File: src/rtl/hazard_ctrl_if.sv
// rtl/hazard_ctrl_if.sv - ID-stage, dmem handshake and stage-control signals of hazard_ctrl
interface hazard_ctrl_if;
  logic        id_valid;
  logic [5:0]  id_opcode;
  logic [4:0]  id_rs;
  logic [4:0]  id_rt;
  logic [4:0]  id_rd_out;
  logic        id_reg_write;
  logic        id_mem_read;
  logic        id_mem_write;
  logic        id_beq_taken;
  logic        dmem_ack;
  logic        pc_en;
  logic        if_id_en;
  logic        id_ex_en;
  logic        ex_mem_en;
  logic        mem_wb_en;
  logic        if_id_flush;
  logic        id_ex_bubble;
  logic [1:0]  fwd_a;
  logic [1:0]  fwd_b;
  logic        dmem_req;
  logic        wb_we;
  logic [15:0] stall_cnt;

  modport master (
    output id_valid, id_opcode, id_rs, id_rt, id_rd_out, id_reg_write,
           id_mem_read, id_mem_write, id_beq_taken, dmem_ack,
    input  pc_en, if_id_en, id_ex_en, ex_mem_en, mem_wb_en, if_id_flush,
           id_ex_bubble, fwd_a, fwd_b, dmem_req, wb_we, stall_cnt
  );

  modport slave (
    input  id_valid, id_opcode, id_rs, id_rt, id_rd_out, id_reg_write,
           id_mem_read, id_mem_write, id_beq_taken, dmem_ack,
    output pc_en, if_id_en, id_ex_en, ex_mem_en, mem_wb_en, if_id_flush,
           id_ex_bubble, fwd_a, fwd_b, dmem_req, wb_we, stall_cnt
  );
endinterface

File: src/rtl/hazard_ctrl.sv
// rtl/hazard_ctrl.sv - five-stage stall/flush/forward and dmem freeze controller; FORWARD_EN enables EX forwarding
module hazard_ctrl (
  input  logic         clk,
  input  logic         reset,
  hazard_ctrl_if.slave bus
);
  localparam logic [5:0] OP_RTYPE = 6'b000000;
  localparam logic [5:0] OP_BEQZ  = 6'b000100;
  localparam logic [5:0] OP_LW    = 6'b100011;
  localparam logic [5:0] OP_SW    = 6'b101011;

  typedef struct packed {
    logic       valid;
    logic [4:0] dst;
    logic       reg_write;
    logic       mem_read;
    logic       mem_op;
    logic       done;
  } entry_t;

  typedef enum logic [1:0] {MODE_RUN, MODE_HAZ_STALL, MODE_MEM_WAIT} mode_t;

  entry_t      ex_q, mem_q, wb_q, id_entry;
  logic [4:0]  src_a_q, src_b_q, id_src_a, id_src_b;
  logic        use_a, use_b, is_beqz, hazard, dmem_req;
  logic [15:0] stall_cnt_q;
  mode_t       mode;
  logic        unused_bits;

  function automatic logic hit(input entry_t e, input logic [4:0] src);
    return e.valid && e.reg_write && (e.dst != 5'd0) && (e.dst == src);
  endfunction

  always_comb begin
    use_a = 1'b0;
    use_b = 1'b0;
    if (bus.id_valid) begin
      case (bus.id_opcode)
        OP_RTYPE, OP_SW: begin
          use_a = 1'b1;
          use_b = 1'b1;
        end
        OP_LW, OP_BEQZ: use_a = 1'b1;
        default: ;
      endcase
    end
  end

  // Unused sources are forced to $0 so they can never match a producer.
  assign id_src_a = use_a ? bus.id_rs : 5'd0;
  assign id_src_b = use_b ? bus.id_rt : 5'd0;
  assign is_beqz  = bus.id_valid && (bus.id_opcode == OP_BEQZ);

  always_comb begin
    id_entry           = '0;
    id_entry.valid     = bus.id_valid;
    id_entry.dst       = bus.id_rd_out;
    id_entry.reg_write = bus.id_reg_write;
    id_entry.mem_read  = bus.id_mem_read;
    id_entry.mem_op    = bus.id_mem_read || bus.id_mem_write;
  end

`ifdef FORWARD_EN
  // beqz compares in ID, so it cannot take EX/MEM forwarding and must wait.
  assign hazard = (ex_q.mem_read && (hit(ex_q, id_src_a) || hit(ex_q, id_src_b))) ||
                  (is_beqz && (hit(ex_q, id_src_a) || hit(mem_q, id_src_a)));
  assign bus.fwd_a = hit(mem_q, src_a_q) ? 2'b01 : (hit(wb_q, src_a_q) ? 2'b10 : 2'b00);
  assign bus.fwd_b = hit(mem_q, src_b_q) ? 2'b01 : (hit(wb_q, src_b_q) ? 2'b10 : 2'b00);
`else
  assign hazard = hit(ex_q, id_src_a) || hit(ex_q, id_src_b) ||
                  hit(mem_q, id_src_a) || hit(mem_q, id_src_b);
  assign bus.fwd_a = 2'b00;
  assign bus.fwd_b = 2'b00;
`endif

  assign dmem_req     = mem_q.valid && mem_q.mem_op;
  assign bus.dmem_req = dmem_req;
  assign bus.wb_we    = wb_q.valid && wb_q.reg_write && !wb_q.done;
  assign bus.stall_cnt = stall_cnt_q;

  always_comb begin
    mode = MODE_RUN;
    if (dmem_req && !bus.dmem_ack) begin
      mode = MODE_MEM_WAIT;
    end else if (hazard) begin
      mode = MODE_HAZ_STALL;
    end
  end

  always_comb begin
    bus.pc_en        = 1'b1;
    bus.if_id_en     = 1'b1;
    bus.id_ex_en     = 1'b1;
    bus.ex_mem_en    = 1'b1;
    bus.mem_wb_en    = 1'b1;
    bus.id_ex_bubble = 1'b0;
    case (mode)
      MODE_MEM_WAIT: begin
        bus.pc_en     = 1'b0;
        bus.if_id_en  = 1'b0;
        bus.id_ex_en  = 1'b0;
        bus.ex_mem_en = 1'b0;
        bus.mem_wb_en = 1'b0;
      end
      MODE_HAZ_STALL: begin
        bus.pc_en        = 1'b0;
        bus.if_id_en     = 1'b0;
        bus.id_ex_bubble = 1'b1;
      end
      default: ;
    endcase
    bus.if_id_flush = reset && (mode == MODE_RUN) && is_beqz && bus.id_beq_taken;
  end

  always_ff @(posedge clk or negedge reset) begin
    if (!reset) begin
      ex_q        <= '0;
      mem_q       <= '0;
      wb_q        <= '0;
      src_a_q     <= 5'd0;
      src_b_q     <= 5'd0;
      stall_cnt_q <= 16'd0;
    end else begin
      if ((mode != MODE_RUN) && (stall_cnt_q != 16'hFFFF)) begin
        stall_cnt_q <= stall_cnt_q + 16'd1;
      end
      // While frozen WB stays put but must not strobe the regfile again.
      if (mode == MODE_MEM_WAIT) begin
        if (wb_q.valid) begin
          wb_q.done <= 1'b1;
        end
      end else begin
        wb_q  <= mem_q;
        mem_q <= ex_q;
        if (mode == MODE_RUN) begin
          ex_q    <= id_entry;
          src_a_q <= id_src_a;
          src_b_q <= id_src_b;
        end else begin
          ex_q    <= '0;
          src_a_q <= 5'd0;
          src_b_q <= 5'd0;
        end
      end
    end
  end

  assign unused_bits = ^{ex_q.done, mem_q.done, wb_q.dst, wb_q.mem_read, wb_q.mem_op,
                         src_a_q, src_b_q};
endmodule

File: src/flat_wrapper.sv
// flat-port wrapper written by rule: the top's interface ports become plain ports
module hazard_ctrl_flat 
  (clk, reset, bus_id_valid, bus_id_opcode, bus_id_rs, bus_id_rt, bus_id_rd_out, bus_id_reg_write, bus_id_mem_read, bus_id_mem_write, bus_id_beq_taken, bus_dmem_ack, bus_pc_en, bus_if_id_en, bus_id_ex_en, bus_ex_mem_en, bus_mem_wb_en, bus_if_id_flush, bus_id_ex_bubble, bus_fwd_a, bus_fwd_b, bus_dmem_req, bus_wb_we, bus_stall_cnt);
  hazard_ctrl_if bus_i ();
  input  logic clk;
  input  logic reset;
  input wire logic [$bits(bus_i.id_valid)-1:0] bus_id_valid;
  input wire logic [$bits(bus_i.id_opcode)-1:0] bus_id_opcode;
  input wire logic [$bits(bus_i.id_rs)-1:0] bus_id_rs;
  input wire logic [$bits(bus_i.id_rt)-1:0] bus_id_rt;
  input wire logic [$bits(bus_i.id_rd_out)-1:0] bus_id_rd_out;
  input wire logic [$bits(bus_i.id_reg_write)-1:0] bus_id_reg_write;
  input wire logic [$bits(bus_i.id_mem_read)-1:0] bus_id_mem_read;
  input wire logic [$bits(bus_i.id_mem_write)-1:0] bus_id_mem_write;
  input wire logic [$bits(bus_i.id_beq_taken)-1:0] bus_id_beq_taken;
  input wire logic [$bits(bus_i.dmem_ack)-1:0] bus_dmem_ack;
  output wire logic [$bits(bus_i.pc_en)-1:0] bus_pc_en;
  output wire logic [$bits(bus_i.if_id_en)-1:0] bus_if_id_en;
  output wire logic [$bits(bus_i.id_ex_en)-1:0] bus_id_ex_en;
  output wire logic [$bits(bus_i.ex_mem_en)-1:0] bus_ex_mem_en;
  output wire logic [$bits(bus_i.mem_wb_en)-1:0] bus_mem_wb_en;
  output wire logic [$bits(bus_i.if_id_flush)-1:0] bus_if_id_flush;
  output wire logic [$bits(bus_i.id_ex_bubble)-1:0] bus_id_ex_bubble;
  output wire logic [$bits(bus_i.fwd_a)-1:0] bus_fwd_a;
  output wire logic [$bits(bus_i.fwd_b)-1:0] bus_fwd_b;
  output wire logic [$bits(bus_i.dmem_req)-1:0] bus_dmem_req;
  output wire logic [$bits(bus_i.wb_we)-1:0] bus_wb_we;
  output wire logic [$bits(bus_i.stall_cnt)-1:0] bus_stall_cnt;
  assign bus_i.id_valid = bus_id_valid;
  assign bus_i.id_opcode = bus_id_opcode;
  assign bus_i.id_rs = bus_id_rs;
  assign bus_i.id_rt = bus_id_rt;
  assign bus_i.id_rd_out = bus_id_rd_out;
  assign bus_i.id_reg_write = bus_id_reg_write;
  assign bus_i.id_mem_read = bus_id_mem_read;
  assign bus_i.id_mem_write = bus_id_mem_write;
  assign bus_i.id_beq_taken = bus_id_beq_taken;
  assign bus_i.dmem_ack = bus_dmem_ack;
  assign bus_pc_en = bus_i.pc_en;
  assign bus_if_id_en = bus_i.if_id_en;
  assign bus_id_ex_en = bus_i.id_ex_en;
  assign bus_ex_mem_en = bus_i.ex_mem_en;
  assign bus_mem_wb_en = bus_i.mem_wb_en;
  assign bus_if_id_flush = bus_i.if_id_flush;
  assign bus_id_ex_bubble = bus_i.id_ex_bubble;
  assign bus_fwd_a = bus_i.fwd_a;
  assign bus_fwd_b = bus_i.fwd_b;
  assign bus_dmem_req = bus_i.dmem_req;
  assign bus_wb_we = bus_i.wb_we;
  assign bus_stall_cnt = bus_i.stall_cnt;
  hazard_ctrl u_core (.clk(clk), .reset(reset), .bus(bus_i));
endmodule
File: config.mk
export PLATFORM = sky130hd
export DESIGN_NAME = hazard_ctrl_flat
export DESIGN_NICKNAME = d
export VERILOG_FILES = /design/src/rtl/hazard_ctrl_if.sv /design/src/rtl/hazard_ctrl.sv /design/src/flat_wrapper.sv
export SDC_FILE = /design/constraint.sdc
export NUM_CORES = 1
export LEC_CHECK = 0
export BUFFER_PORTS_ARGS = -buffer_cell sky130_fd_sc_hd__buf_2
export CAP_MARGIN = 20
export CORE_MARGIN = 4
export CORE_UTILIZATION = 40
export DETAILED_ROUTE_END_ITERATION = 16
export PLACE_DENSITY_LB_ADDON = 0.15
export SLEW_MARGIN = 20
export SYNTH_ARGS = -nofsm -noshare
export SYNTH_HDL_FRONTEND = slang
export SYNTH_SLANG_ARGS = --single-unit
File: constraint.sdc
create_clock -name clk -period 5.54 [get_ports clk]
set_input_delay 1.385 -clock clk [delete_from_list [all_inputs] [get_ports clk]]
set_output_delay 1.385 -clock clk [all_outputs]
set_load 0.03 [all_outputs]
# After elaboration in Yosys (flattened, before gate mapping)
# Index checks and enable logic that the tools add are counted.
# op_classes
n_addsub	1
n_eq_ne	11
n_mux	14
n_reduce_logical	31
# ops
operator	n
equality test 5 bit	4
logical AND 1 bit	17
adder 16 x 1 -> 16 bit, second input constant	1
inequality test 16 bit, second input constant	1
equality test 6 bit, second input constant	2
two-way mux 1 bit	10
two-way mux 10 bit	1
two-way mux 5 bit	2
nonzero test 5 bit	2
equality test 6 x 3 -> 1 bit, second input constant	1
zero test 6 bit	1
logical OR 1 bit	4
OR reduction 2 bit	2
OR reduction 4 bit	1
equality test 2 x 1 -> 1 bit, second input constant	1
equality test 2 bit, second input constant	1
zero test 1 bit	2
zero test 2 bit	1
two-way mux 2 bit	1
inequality test 2 x 1 -> 1 bit, second input constant	1
nonzero test 2 bit	1
# totals
ff_bits	37
inputBits	29
word_cells	71

# Logic depth before layout (Yosys ltp)
# depth
depth_word	16
ltp_mapped	10
ltp_nobuf	7

# Least setup slack after synthesis
# Ideal clock, no wire load.
# synth_timing
kind	in2out
startpoint	input port bus_id_opcode[1]
endpoint	output port bus_if_id_flush
arrival_ps	3837
required_ps	4155
path_slack_ps	318
stages	10
cell_sequence	or4_1 -> buf_2 -> buf_6 -> a211oi_1 -> o32ai_1 -> nand4_1 -> nand4_4 -> buf_2 -> nor2_1 -> and3_1
# synth_via
elab_chain_cells	16
# synth_lines
element	line	text
start: declaration	flat_wrapper.sv:8	input wire logic [$bits(bus_i.id_opcode)-1:0] bus_id_opcode;
equality test 6 bit (tied with other cells)	hazard_ctrl.sv:38	case (bus.id_opcode)
OR reduction 4 bit (no source line) or OR reduction 2 bit (tied branches)	--	
two-way mux 1 bit	hazard_ctrl.sv:38	
two-way mux 1 bit	hazard_ctrl.sv:37	if (bus.id_valid) begin
two-way mux 5 bit, on equally long branches	hazard_ctrl.sv:50, hazard_ctrl.sv:51	
equality test 5 bit	hazard_ctrl.sv:31	return e.valid && e.reg_write && (e.dst != 5'd0) && (e.dst == src);
logical AND 1 bit	hazard_ctrl.sv:31	
logical OR 1 bit (2 in series)	hazard_ctrl.sv:70	assign hazard = hit(ex_q, id_src_a) || hit(ex_q, id_src_b) ||
logical OR 1 bit	hazard_ctrl.sv:71	hit(mem_q, id_src_a) || hit(mem_q, id_src_b);
two-way mux 1 bit	hazard_ctrl.sv:85	end else if (hazard) begin
two-way mux 2 bit	hazard_ctrl.sv:83	if (dmem_req && !bus.dmem_ack) begin
zero test 2 bit	hazard_ctrl.sv:112	bus.if_id_flush = reset && (mode == MODE_RUN) && is_beqz && bus.id_beq_taken;
logical AND 1 bit	hazard_ctrl.sv:112	
logical AND 1 bit * (2 in series)	hazard_ctrl.sv:112	
end: declaration	flat_wrapper.sv:22	output wire logic [$bits(bus_i.if_id_flush)-1:0] bus_if_id_flush;
# Mark *: on every way between the ends. The rest lies on a longest branch, timed or not.

# Worst setup path in the final report
# Same ends and word-level chain as after synthesis.

==> out/results.txt <==
Vias per cell -> 5.41
Area occupied by multi-input gates -> 0.00129 mm^2
R2R depth -> 7
Worst Hold Launch -> u_core.ex_q[1]$_DFFE_PN0N_
Setup Crit Path Kind -> in -> out
Initial DRC Count -> 107
Synth top area share -> 0.379
FP Rows -> 27
Worst Slack Setup Final -> 0.550 ns
DP HPWL -> 3970 um
Avg Cell Area, Syn -> 9.28 um^2
Startpoint Class -> primary input
Die Y -> 84.0 um
Warnings from Yosys -> 0
Final ANT Viol Nets -> 0
Number of synthesized flops with an enable pin -> 0
Clock sinks -> 35
RSZ-0062 raised after global routing -> no
TNS Setup -> 0 ns
Pre-CTS setup slack -> 0.561 ns
Critical Path RT -> 4.16 ns
Fin cells -> 365
Synth top area cells -> dfrtp_1 38%, xnor2_1 8.7%, nand2_1 6.7%, nor4bb_1 3.5%, o211ai_2 3.2%
Hold_buf cts -> 0
R2R Path End -> u_core.bus.stall_cnt[1]$_DFFE_PN0P_
Ant diodes -> 0
Residual DRC -> 0
Bufs on Longest Clock Path -> 2
Reg clk slew, reported paths -> 0.07 ns
Worst min path class -> reg -> reg
R2R setup slack -> 3.09 ns
VDD IR max -> 0.246 mV
Root Driver -> clkbuf_8
Antenna violations before repair -> 0
Hold Crit Endpoint -> u_core.mem_q[1]$_DFFE_PN0N_
Power per standard cell area -> 447 mW/mm^2
Final period util -> 0.901
Top_reg_cell synth -> dfrtp_1
Power, Total -> 0.00120 W
Number of nets in the final layout -> 322
Vias in the first global route -> 1868
Clk_lat worst skew -> 0.28 ns
Minimum clock period after layout -> 4.99 ns
Port bufs -> 53
GRT Util Overall -> 0.158
Endpoints failing setup -> 0
Rel. slew slack -> 0.623
Setup repair bufs after CTS -> 0
Largest net degree at the start of global routing -> 36
Placer congestion estimate -> 0.889
Core area -> 0.00554 mm^2
Grt total ovfl -> 0
Fin. max-slew vios -> 0
IO Pins -> 58
Via count -> 1973
CTS resizes -> 0
Seq. cell area -> 876 um^2
Syn Inst Count -> 249
Filler instances -> 555
Detailed Routing Iterations Pass 1 -> 4
Slew @ Worst Pin -> 0.564 ns
Worst Skew -> 0.00624 ns
Final Hold Fails -> 0
Die X -> 84.0 um
Layout cells sized above 1 -> 0.280
Max-Cap Viols -> 0
Dpl cells -> 357
Layout area overhead -> 16.4%
H-Tree Depth -> 2
Yosys top cell by area -> dfrtp_1
Num CTS Buffers -> 5
Crit-path max FO -> 14
Crit path arrival time -> 3.60 ns
Leakage -> 1.17 nW
Outcome -> finished, final reports clean
CTS tree -> done
Total Die Area -> 0.00706 mm^2
First-pass GRT wire length -> 9230 um
FMAX -> 0.200 GHz
Post-synthesis sequential element count -> 35
Hold Path Depth -> 1
Reg2reg start -> u_core.mem_q[4]$_DFFE_PN0N_
Wire per inst -> 14.9 um
Starting Density -> 0.417
Share of synthesized registers carrying an async set or reset -> 1.00
Crit end category -> primary output
Syn Std Cell Area -> 0.00231 mm^2
WL final -> 5440 um
Seq/Total Area, Yosys -> 0.379
Synth unique cells -> 49
state kept, by name, indices dropped and copies added, names as in the netlist:
signal and cells:
u_core.mem_q 8, u_core.wb_q 3, u_core.bus.stall_cnt 16, u_core.ex_q 8
Yosys cell counts (2+ instances only):
library cell,count
o211ai_1,3
o21ai_1,2
a31oi_1,8
mux2_1,3
and3_1,7
nand3_1,3
or3_1,3
dfrtp_1,35
a21o_1,2
o2111ai_1,2
o311a_1,2
buf_4,7
nand4_1,6
nand4_2,2
o21ai_0,7
nor4bb_1,8
a211oi_2,3
o32ai_1,8
nand2b_1,4
clkbuf_1,8
buf_1,4
nor2_1,15
nand2_1,41
xnor2_1,23
o211ai_2,6
inv_1,5
a211oi_1,8
buf_2,3
final cells by class:
type                            count  area share
Timing Repair Buffer               57       0.110
Clock buffer                        6      0.0307
Sequential cell                    35       0.326
Clock inverter                      2      0.0130
Multi-Input combinational cell    187       0.479
Tap cell                           72      0.0335
Inverter                            6     0.00838
cells in the final DEF, fill, tap and decap left out, drive strengths merged, types with 5 or more instances in the layout:
| master | synthesis | final |
|---|---|---|
| and3 | 7 | 7 |
| nor4bb | 8 | 8 |
| clkbuf | 8 | 6 |
| o211ai | 9 | 9 |
| xnor2 | 23 | 23 |
| nor2 | 15 | 15 |
| o21ai | 10 | 10 |
| nand4 | 9 | 9 |
| o32ai | 8 | 8 |
| a31oi | 8 | 8 |
| mux2 | 5 | 5 |
| inv | 5 | 5 |
| dfrtp | 35 | 35 |
| nand2 | 41 | 41 |
| a211oi | 11 | 11 |
| buf | 16 | 57 |
kinds of logic after synthesis:
logic type,after synthesis,synth area share
xor+xnor,23,0.0872
buf+inv,30,0.0698
other cells,1,0.00162
flops,35,0.379
compound gates,56,0.199
fa+ha+maj,1,0.00541
simple gates,98,0.232
mux,5,0.0260
worst max path at each step:
| stage | start | to |
|---|---|---|
| after floorplan | bus_id_opcode[1] | bus_if_id_flush |
| after global placement | bus_id_opcode[1] | bus_if_id_flush |
| after detailed placement | bus_id_opcode[1] | bus_if_id_flush |
| after CTS | bus_id_opcode[1] | bus_if_id_flush |
| after global routing | bus_id_opcode[1] | bus_if_id_flush |
| final | bus_id_opcode[1] | bus_if_id_flush |
power breakdown:
part / internal [W] / switching (W) / leakage, nW
Combinational: 0.000196 / 0.000301 / 0.672
Clock: 0.000146 / 0.0000895 / 0.0612
Sequential: 0.000340 / 0.000131 / 0.442
Total: 0.000682 / 0.000521 / 1.17
critical path: stages:
cell and delay [ns]:
buf_2 0.11, or4_1 0.78, a211oi_1 0.38, o32ai_1 0.15, nand4_1 0.16, nand4_4 0.11
nor2_1 0.15, and3_1 0.17, buf_2 0.19
per-stage QoR:
stage / area [um^2] / hold slack [ns] / util
after detailed placement: 2570 / 0.460 / 0.464
after CTS: 2690 / 0.477 / 0.485
after global placement: 2570 / 0.455 / 0.464
after floorplan: 2320 / 0.435 / -
final: 2690 / 0.479 / 0.485
after global routing: 2690 / 0.504 / 0.485
per-layer routing:
| layer | wire (um) | global-route usage | up-vias |
|---|---|---|---|
| met5 | 0 | 0 | - |
| met4 | 36 | 0.0351 | 0 |
| met1 | 2770 | 0.242 | 930 |
| met2 | 2330 | 0.231 | 57 |
| li1 | - | - | 981 |
| met3 | 311 | 0.0267 | 5 |
(Power assumes the default switching activity.)
